File: config.mk
export PLATFORM = sky130hd
export DESIGN_NAME = pm_rate_pacer
export DESIGN_NICKNAME = d
export VERILOG_FILES = /design/src/rtl/pm_rate_pacer.sv
export SDC_FILE = /design/constraint.sdc
export NUM_CORES = 1
export LEC_CHECK = 0
export BUFFER_PORTS_ARGS = -buffer_cell sky130_fd_sc_hd__buf_4
export CORE_UTILIZATION = 60
export CTS_BUF_LIST = sky130_fd_sc_hd__clkbuf_16
export DETAILED_ROUTE_END_ITERATION = 12
export PLACE_DENSITY = 0.82
export SLEW_MARGIN = 20
export SYNTH_ARGS = -nofsm -noshare
export SYNTH_HDL_FRONTEND = slang
export SYNTH_SLANG_ARGS = --single-unit
export TNS_END_PERCENT = 30
File: constraint.sdc
create_clock -name clk -period 7 [get_ports clk]
set_clock_uncertainty 0.05 [all_clocks]
set_input_delay 0.7 -clock clk [delete_from_list [all_inputs] [get_ports clk]]
set_output_delay 0.7 -clock clk [all_outputs]
set_load 0.03 [all_outputs]
File: src/rtl/pm_rate_pacer.sv
// Fractional-rate frame pacer: one valid/ready tick per slot of int+num/den cycles.
// Optional burst mode (burst_len / burst_done, DONE state) is built with `define PM_PACER_BURST_EN.
module pm_rate_pacer #(
  parameter int unsigned PERIOD_WIDTH = 16,
  parameter int unsigned FRAC_WIDTH   = 8,
  parameter int unsigned OVR_WIDTH    = 16
) (
  input  logic                    clk,
  input  logic                    rst,
  input  logic [PERIOD_WIDTH-1:0] cfg_period_int,
  input  logic [FRAC_WIDTH-1:0]   cfg_frac_num,
  input  logic [FRAC_WIDTH-1:0]   cfg_frac_den,
  input  logic                    cfg_load,
  output logic                    cfg_err,
  input  logic                    enable,
  output logic                    tick_valid,
  input  logic                    tick_ready,
  output logic                    busy,
`ifdef PM_PACER_BURST_EN
  input  logic [15:0]             burst_len,
  output logic                    burst_done,
`endif
  output logic [OVR_WIDTH-1:0]    overrun_count
);

`ifdef PM_PACER_BURST_EN
  typedef enum logic [1:0] {ST_IDLE = 2'd0, ST_RUN = 2'd1, ST_DONE = 2'd2} state_t;
`else
  typedef enum logic [1:0] {ST_IDLE = 2'd0, ST_RUN = 2'd1} state_t;
`endif

  state_t                  state_q, state_d;
  logic [PERIOD_WIDTH-1:0] sh_int_q, sh_int_d, act_int_q, act_int_d;
  logic [PERIOD_WIDTH-1:0] cnt_q, cnt_d, last_q, last_d, sel_int;
  logic [FRAC_WIDTH-1:0]   sh_num_q, sh_num_d, sh_den_q, sh_den_d;
  logic [FRAC_WIDTH-1:0]   act_num_q, act_num_d, act_den_q, act_den_d;
  logic [FRAC_WIDTH-1:0]   acc_q, acc_d, sel_num, sel_den, acc_base, acc_wrap;
  logic [FRAC_WIDTH:0]     acc_sum;
  logic [OVR_WIDTH-1:0]    ovr_q, ovr_d;
  logic                    sh_new_q, sh_new_d, pend_q, pend_d, err_q, err_d;
  logic                    enter, accept, boundary, take_sh, carry, cfg_ok, stop_burst;
`ifdef PM_PACER_BURST_EN
  logic [15:0]             blen_q, blen_d, bcnt_q, bcnt_d;
  logic                    bdone_q, bdone_d;
`endif

  always_comb begin
    state_d    = state_q;
    sh_int_d   = sh_int_q;
    sh_num_d   = sh_num_q;
    sh_den_d   = sh_den_q;
    sh_new_d   = sh_new_q;
    act_int_d  = act_int_q;
    act_num_d  = act_num_q;
    act_den_d  = act_den_q;
    acc_d      = acc_q;
    cnt_d      = cnt_q;
    last_d     = last_q;
    ovr_d      = ovr_q;
    err_d      = 1'b0;
    stop_burst = 1'b0;

    cfg_ok = (cfg_period_int >= PERIOD_WIDTH'(2)) && (cfg_frac_den != '0) &&
             (cfg_frac_num < cfg_frac_den);
    enter  = (state_q == ST_IDLE) && enable;
    accept = pend_q && tick_ready;

`ifdef PM_PACER_BURST_EN
    blen_d  = blen_q;
    bcnt_d  = bcnt_q;
    bdone_d = 1'b0;
    if ((state_q == ST_RUN) && enable && accept) begin
      bcnt_d = bcnt_q + 16'd1;
      if ((blen_q != '0) && (bcnt_q == blen_q - 16'd1))
        stop_burst = 1'b1;
    end
    if (enter) begin
      blen_d = burst_len;
      bcnt_d = '0;
    end
`endif

    boundary = enter || ((state_q == ST_RUN) && enable && (cnt_q == last_q) && !stop_burst);

    // A pending shadow (or RUN entry) restarts the accumulator from zero with the new fraction.
    take_sh  = enter || sh_new_q;
    sel_int  = take_sh ? sh_int_q : act_int_q;
    sel_num  = take_sh ? sh_num_q : act_num_q;
    sel_den  = take_sh ? sh_den_q : act_den_q;
    acc_base = take_sh ? '0 : acc_q;
    acc_sum  = {1'b0, acc_base} + {1'b0, sel_num};
    acc_wrap = acc_sum[FRAC_WIDTH-1:0] - sel_den;
    carry    = (acc_sum >= {1'b0, sel_den});

    if (boundary) begin
      act_int_d = sel_int;
      act_num_d = sel_num;
      act_den_d = sel_den;
      sh_new_d  = 1'b0;
      cnt_d     = '0;
      if (carry) begin
        last_d = sel_int;
        acc_d  = acc_wrap;
      end else begin
        last_d = sel_int - PERIOD_WIDTH'(1);
        acc_d  = acc_sum[FRAC_WIDTH-1:0];
      end
    end else if ((state_q == ST_RUN) && enable) begin
      cnt_d = cnt_q + PERIOD_WIDTH'(1);
    end

    if (cfg_load) begin
      if (cfg_ok) begin
        sh_int_d = cfg_period_int;
        sh_num_d = cfg_frac_num;
        sh_den_d = cfg_frac_den;
        sh_new_d = 1'b1;
      end else begin
        err_d = 1'b1;
      end
    end

    // Counter never stalls: a boundary with an unaccepted tick folds into it and counts an overrun.
    pend_d = pend_q && !tick_ready;
    if (boundary) begin
      pend_d = 1'b1;
      if (pend_q && !accept && (ovr_q != '1))
        ovr_d = ovr_q + OVR_WIDTH'(1);
    end

    case (state_q)
      ST_IDLE: if (enable) state_d = ST_RUN;
      ST_RUN: begin
        if (!enable) begin
          state_d = ST_IDLE;
`ifdef PM_PACER_BURST_EN
        end else if (stop_burst) begin
          state_d = ST_DONE;
          bdone_d = 1'b1;
`endif
        end
      end
`ifdef PM_PACER_BURST_EN
      ST_DONE: if (!enable) state_d = ST_IDLE;
`endif
      default: state_d = ST_IDLE;
    endcase
  end

  always_ff @(posedge clk) begin
    if (rst) begin
      state_q   <= ST_IDLE;
      sh_int_q  <= PERIOD_WIDTH'(2);
      sh_num_q  <= '0;
      sh_den_q  <= FRAC_WIDTH'(1);
      sh_new_q  <= 1'b0;
      act_int_q <= PERIOD_WIDTH'(2);
      act_num_q <= '0;
      act_den_q <= FRAC_WIDTH'(1);
      acc_q     <= '0;
      cnt_q     <= '0;
      last_q    <= '0;
      ovr_q     <= '0;
      pend_q    <= 1'b0;
      err_q     <= 1'b0;
`ifdef PM_PACER_BURST_EN
      blen_q    <= '0;
      bcnt_q    <= '0;
      bdone_q   <= 1'b0;
`endif
    end else begin
      state_q   <= state_d;
      sh_int_q  <= sh_int_d;
      sh_num_q  <= sh_num_d;
      sh_den_q  <= sh_den_d;
      sh_new_q  <= sh_new_d;
      act_int_q <= act_int_d;
      act_num_q <= act_num_d;
      act_den_q <= act_den_d;
      acc_q     <= acc_d;
      cnt_q     <= cnt_d;
      last_q    <= last_d;
      ovr_q     <= ovr_d;
      pend_q    <= pend_d;
      err_q     <= err_d;
`ifdef PM_PACER_BURST_EN
      blen_q    <= blen_d;
      bcnt_q    <= bcnt_d;
      bdone_q   <= bdone_d;
`endif
    end
  end

  assign tick_valid    = pend_q;
  assign busy          = (state_q == ST_RUN);
  assign cfg_err       = err_q;
  assign overrun_count = ovr_q;
`ifdef PM_PACER_BURST_EN
  assign burst_done    = bdone_q;
`endif

endmodule

==> results of run 1 <==
## metrics by stage
step | hold WS (ps) | setup slack (ps) | power (W) | std cells | instance area, sq um
after floorplan | 390 | 1730 | 0.00163 | 736 | 6510
after global placement | 406 | 1600 | 0.00177 | 891 | 6970
after detailed placement | 427 | 1270 | 0.00183 | 891 | 6970
after CTS | 442 | 1650 | 0.00271 | 922 | 7560
after global routing | 469 | 1270 | 0.00286 | 922 | 7560
final | 442 | 1610 | 0.00271 | 922 | 7560
## where the power goes
part	internal [W]	switching (W)	total, W
Clock	0.000580	0.000297	0.000877
Sequential	0.000803	0.0000611	0.000864
Combinational	0.000403	0.000567	0.000971
Total	0.00179	0.000925	0.00271
## registers in the layout, indices dropped and copies added (netlist names), 8 cells and up
signal,count
last_q,16
acc_q,8
sh_num_q,8
overrun_count,16
act_num_q,8
sh_int_q,16
cnt_q,16
act_den_q,8
sh_den_q,8
act_int_q,16
## metal layers
| layer | global-route usage (%) | share of wire [%] | vias up |
|---|---|---|---|
| li1 | - | - | 2648 |
| met1 | 31.0 | 42 | 2559 |
| met2 | 47.9 | 51 | 152 |
| met3 | 7.42 | 4.8 | 33 |
| met4 | 11.5 | 2.2 | 0 |
| met5 | 0 | 0 | - |
## worst min-delay path, delay by kind of cell, from the launching register on
kind / cells / cell delay [ps]
flops: 1 / 320
simple gates: 1 / 70
mux: 1 / 60
## layout make-up
class	instances	area (sq um)
inverters	25	93.8
clock buffers	17	425
multi-input cells	547	3780
well taps	136	170
flip-flops and latches	124	2480
fillers	752	2850
clock inverters	14	160
repair buffers	59	447
## cell usage after synthesis (14+ instances only)
library cell	number
clkbuf_1	18
xor2_1	39
a211oi_1	37
nor2_1	134
nand4_1	14
mux2i_1	72
dfxtp_1	124
ha_1	28
xnor2_1	28
a21oi_1	18
inv_1	25
nand3_1	23
nand2_1	26
## path summary, 6_finish.rpt
check	end	start	slack [ps]
min reg2reg	acc_q[2]	acc_q[2]	440
max	last_q[11]	state_q[0]	1610
min	acc_q[2]	acc_q[2]	440
max reg2reg	last_q[11]	state_q[0]	1610
## logic make-up after synthesis
family,count (synthesis)
flip-flops,124
multiplexers,82
AO/OA/AOI/OAI,100
AND/OR/NAND/NOR,268
buffers and inverters,65
adder cells (fa/ha/maj),30
XOR/XNOR,67
## cells in the final DEF (no fill, tap or decap), types with 3 or more instances in the layout
cell	synthesis	layout
and2_1	8	8
a211oi_1	37	36
o211ai_1	3	3
or4_1	4	4
bufinv_16	0	4
nor2b_1	3	3
o21a_1	3	3
inv_1	25	27
nor2_1	134	134
nand3_1	23	23
o31ai_1	3	3
xor2_1	39	39
o21bai_1	3	3
a31oi_1	5	5
nor4_1	9	9
or3_1	5	5
nor3_1	13	13
nand2b_1	9	9
and3_1	9	9
mux2i_1	72	72
nand2_1	26	26
dfxtp_1	124	124
buf_4	1	58
xnor2_1	28	28
mux2_2	10	10
o21ai_0	9	9
clkinv_1	0	6
a21o_1	6	6
clkbuf_16	0	17
or2_2	3	3
a21oi_1	18	18
o22ai_1	6	6
nand4_1	14	14
ha_1	28	28
==> impl_metrics.ini, run 1 <==
[yosys]
synthMuxAreaShare_pct = 12.8
synth_seq_cells = 124
synthAdderAreaFrac_pct = 6.00
synth_edf_count = 0
synth_xor_area_share_pct = 9.01
ys.flop_type = dfxtp_1
yosysUniqueCellTypes = 47
synth_simple_gate_area_share_pct = 19.4
synthTopCellsByArea = dfxtp_1 38%, mux2i_1 11%, nor2_1 7.7%
ys_seq_area_share_pct = 38.1
synth_compound_area_share_pct = 10.5
synth_nets = 803
synth_cells = 736
syn_avg_cell_area_sq_um = 8.85
netlist_area_sq_um = 6510
yosys.area.top_type_share_pct = 38.1
synth_top_family_by_area = simple AND/OR/NAND/NOR gates
ys_warn_count = 0
async_reset_ff_share_pct = 0
yosysTopAreaCell = dfxtp_1

[cts]
cts_resized = 0
htreeDepth = 4
cts_buffers = 17
clkSlewWorstSetupHoldPaths_ps = 50
clk_path_buf_depth = 2
insertion_delay_ps = 420
cts-root-buf = clkbuf_16
cts_tree = done
postCtsHoldBufs = 0
cts_sinks = 124
postCtsSetupBuffers = 0

[die]
die_x_um = 106
die-area_sq_um = 11300
start_util_pct = 62.5
io_pins = 56
dieHeight_um = 106
num_rows = 37
core_sq_um = 10400

[worst_setup_path]
worst_setup_path_end_kind = flip-flop
crit_top_cell = ha_1
cp_max_fo = 27
critPathMaxStageDelay_ps = 550
critPathArrivalTime_ps = 5610
path_depth = 18
r2r.worst_path.cells = 18
path_cells = inv_1 > ha_1 > nor2_4 > buf_4 > and2_1 > ha_1 > a21oi_1 > o211ai_1 > o41ai_1 > xnor2_1 > ha_1 > inv_1 > o21a_1 > o211ai_1 > buf_4 > or4_1 > a31oi_1 > nor2_1
start_kind = flip-flop
timing.critical_path.required_ps = 7220
critPathSlowestCell = nor2_4
critPathBufInv = 4
cp_top_family = compound AO/OA/AOI/OAI gates
critical_path_class = reg -> reg

[power_and_ir_drop]
leakage_nw = 3.15
pwr_density_cell_nw_per_um2 = 359
ir_drop_uv = 263

[final_layout]
nets = 841
diodes = 0
drive_above_1_share_pct = 12.8
utilization_pct = 72.6
area_delta_synth_final_pct = 16.2

[sta]
drv_slew = 0
post-route-period-util_pct = 77.0
finalSetupTns_ps = 0
rsz0062_at_grt = no
hold_viol_final = 0
finalCriticalPeriod_ps = 5390
relSlewSlack_pct = 45.6
finalSetupViolCount = 0
fmax_mhz = 186
tightestPinTransition_ps = 816

[detailed_routing]
wl_um = 14500
wl_per_cell_um = 15.8
drc = 0
dr.pass1.iters = 5
routed_via_density = 5.85
final_antenna_net_count = 0
dr_total_vias = 5392
drtIter0Drc = 273

[grt]
grt_max_degree = 113
grt_overflow = 0
grt_pass1_vias = 5275
grt.total_usage_pct = 27.3
antenna_found_initial = 0
grt_pass1_wl_um = 24200

[min_path]
hold_class = reg -> reg
hold_depth = 2

[placement]
portBuffers = 55
post-dp-hpwl_um = 10000
place.gp.congestion = 0.832

[job]
max_cap_violations = 0

[status]
outcome = complete, no violations
Power figures use the tool's default switching activity.
==> inputs of run 2 (changes only) <==
- CORE_UTILIZATION: 60 -> 54
- PLACE_DENSITY: 0.82 -> 0.78
- clock period: 7 -> 4.6 ns (I/O delays scaled with it)
==> run 2 against run 1 <==
Against the previous run: the flow now finishes with violations (DRC); hold slack worse by 200 ps; non-clock buffer count rose by 6; combinational power increased by 58%; sequential power increased by 52%; utilization shrank 6.7 points; clock power grew 41%; critical endpoint is now acc_q[2]; highest routed layer unchanged.
==> impl_metrics.ini, run 2 (same netlist as run 1, synthesis figures left out) <==
[status]
outcome = finished, violations left
violations = DRC

[final_layout]
fin_cells = 936
utilization_pct = 65.9
layout_commonest_cell = nor2_1
nets = 847
final_cell_mix = 134 x nor2_1, 123 x dfxtp_1, 72 x mux2i_1
diodes = 0
drive_above_1_share_pct = 15.1
area_delta_synth_final_pct = 17.0

[worst_setup_path]
critPathMaxStageDelay_ps = 370
critical_path_class = reg -> reg
timing.critical_path.required_ps = 4830
worst_setup_path_end_kind = flip-flop
r2r.worst_path.cells = 18
rr_endpoint = acc_q[2]
cp_max_fo = 12
rr_startpoint = state_q[0]
start_kind = flip-flop
critPathArrivalTime_ps = 4630
path_cells = inv_1 > ha_2 > nor2_4 > buf_4 > mux2_2 > ha_1 > a21oi_1 > o21bai_1 > xor2_1 > ha_1 > and3_1 > o21ai_0 > and3_1 > o211ai_1 > buf_4 > mux2_2 > mux2i_1 > nor2_1
reg2reg_slack_ps = 200
critPathSlowestCell = mux2_2

[min_path]
hold_depth = 3
worstHoldStart = cfg_period_int[0]
hold_class = in -> reg
min_to = sh_int_q[0]

[cts]
htreeDepth = 4
cts_buffers = 17
clkSlewWorstSetupHoldPaths_ps = 60
postCtsHoldBufs = 0
cts_sinks = 124
cts_tree = done
insertion_delay_ps = 420
clk_path_buf_depth = 2
cts-root-buf = clkbuf_16

[sta]
finalSetupViolCount = 0
rsz0062_at_grt = yes
hold_viol_final = 0
finalCriticalPeriod_ps = 4400
setup_ws_ps = 197
post-route-period-util_pct = 95.7
relSlewSlack_pct = 43.4
finalSetupTns_ps = 0
fmax_mhz = 227
drv_slew = 0
tightestPinTransition_ps = 848

[grt]
grt_overflow = 0
grt_max_degree = 113
antenna_found_initial = 0
grt_pass1_vias = 5234
grt_pass1_wl_um = 24700
grt.total_usage_pct = 24.4

[detailed_routing]
drc = 2
final_antenna_net_count = 0
routed_via_density = 5.76
wl_um = 14800
wl_per_cell_um = 15.8
dr_total_vias = 5389
dr.pass1.iters = 9
drtIter0Drc = 370

[die]
num_rows = 39
die_x_um = 112
start_util_pct = 56.3
dieHeight_um = 112
io_pins = 56
die-area_sq_um = 12500
core_sq_um = 11600

[placement]
place.gp.congestion = 0.821
pre_cts_slack_ps = 17.8
portBuffers = 55
dp.cells = 902
post-dp-hpwl_um = 10100

[power_and_ir_drop]
ir_drop_uv = 277
leakage_nw = 3.16
pwr_density_cell_nw_per_um2 = 536

[job]
max_cap_violations = 0
==> run 2: cell count changes in the layout (fill, tap and decap cells not counted), moves of 3 or more <==
cell	delta
clkinvlp_4	+4
clkinv_1	-3
inv_6	+3
buf_4	+5
bufinv_16	-3
==> run 2: critical path: cells and delay by family (launching register included) <==
family | cells | cell delay [ps]
AOI/OAI and AO/OA | 4 | 890
adders and majority gates | 3 | 850
muxes | 3 | 850
and+or+nand+nor | 4 | 580
buffers and inverters | 3 | 490
DFF | 1 | 360
xor gates and xnor gates | 1 | 170
==> run 2: how the worst max path moves through the flow <==
stage	cells after the start	from	end	slack (ps)
after detailed placement	18	enable	acc_q[2]	20
after global routing	18	state_q[0]	acc_q[2]	-50
after CTS	18	state_q[0]	acc_q[2]	180
final	18	state_q[0]	acc_q[2]	200
after global placement	18	enable	acc_q[2]	160
after floorplan	20	enable	last_q[11]	7
==> run 2: per-stage QoR <==
stage                     total power, W  instance area, sq um  hold slack [ps]
after floorplan                  0.00252                  6550              390
after global placement           0.00276                  7030              403
after detailed placement         0.00281                  7030              409
after CTS                        0.00406                  7570              231
after global routing             0.00432                  7620              241
final                            0.00409                  7620              237
==> run 2: final cells by class <==
class                   count  area [sq um]
inverters                  25          93.8
fillers                   922          3950
multi-input cells         547          3810
repair buffers             65           495
flip-flops and latches    124          2490
clock inverters            15           123
clock buffers              17           425
well taps                 143           179
==> run 2: power by group <==
group / switching (W) / internal, W / total, W
clock: 0.000503 / 0.000739 / 0.00124
sequential: 0.0000937 / 0.00122 / 0.00131
combinational: 0.000878 / 0.000652 / 0.00153
total: 0.00147 / 0.00261 / 0.00409
==> run 2: what timing repair did <==
| item | in CTS | in global routing |
|---|---|---|
| setup buffers | 0 | 2 |
| endpoints found under the hold margin | 0 | 0 |
| endpoints found under the setup margin | 0 | 9 |
| gates resized for setup | 0 | 4 |
==> run 2: metal layers <==
metal | track usage (%) | wire [um]
met5 | 0 | 0
met2 | 42.3 | 7450
met3 | 5.61 | 497
met4 | 9.55 | 283
met1 | 29.3 | 6570
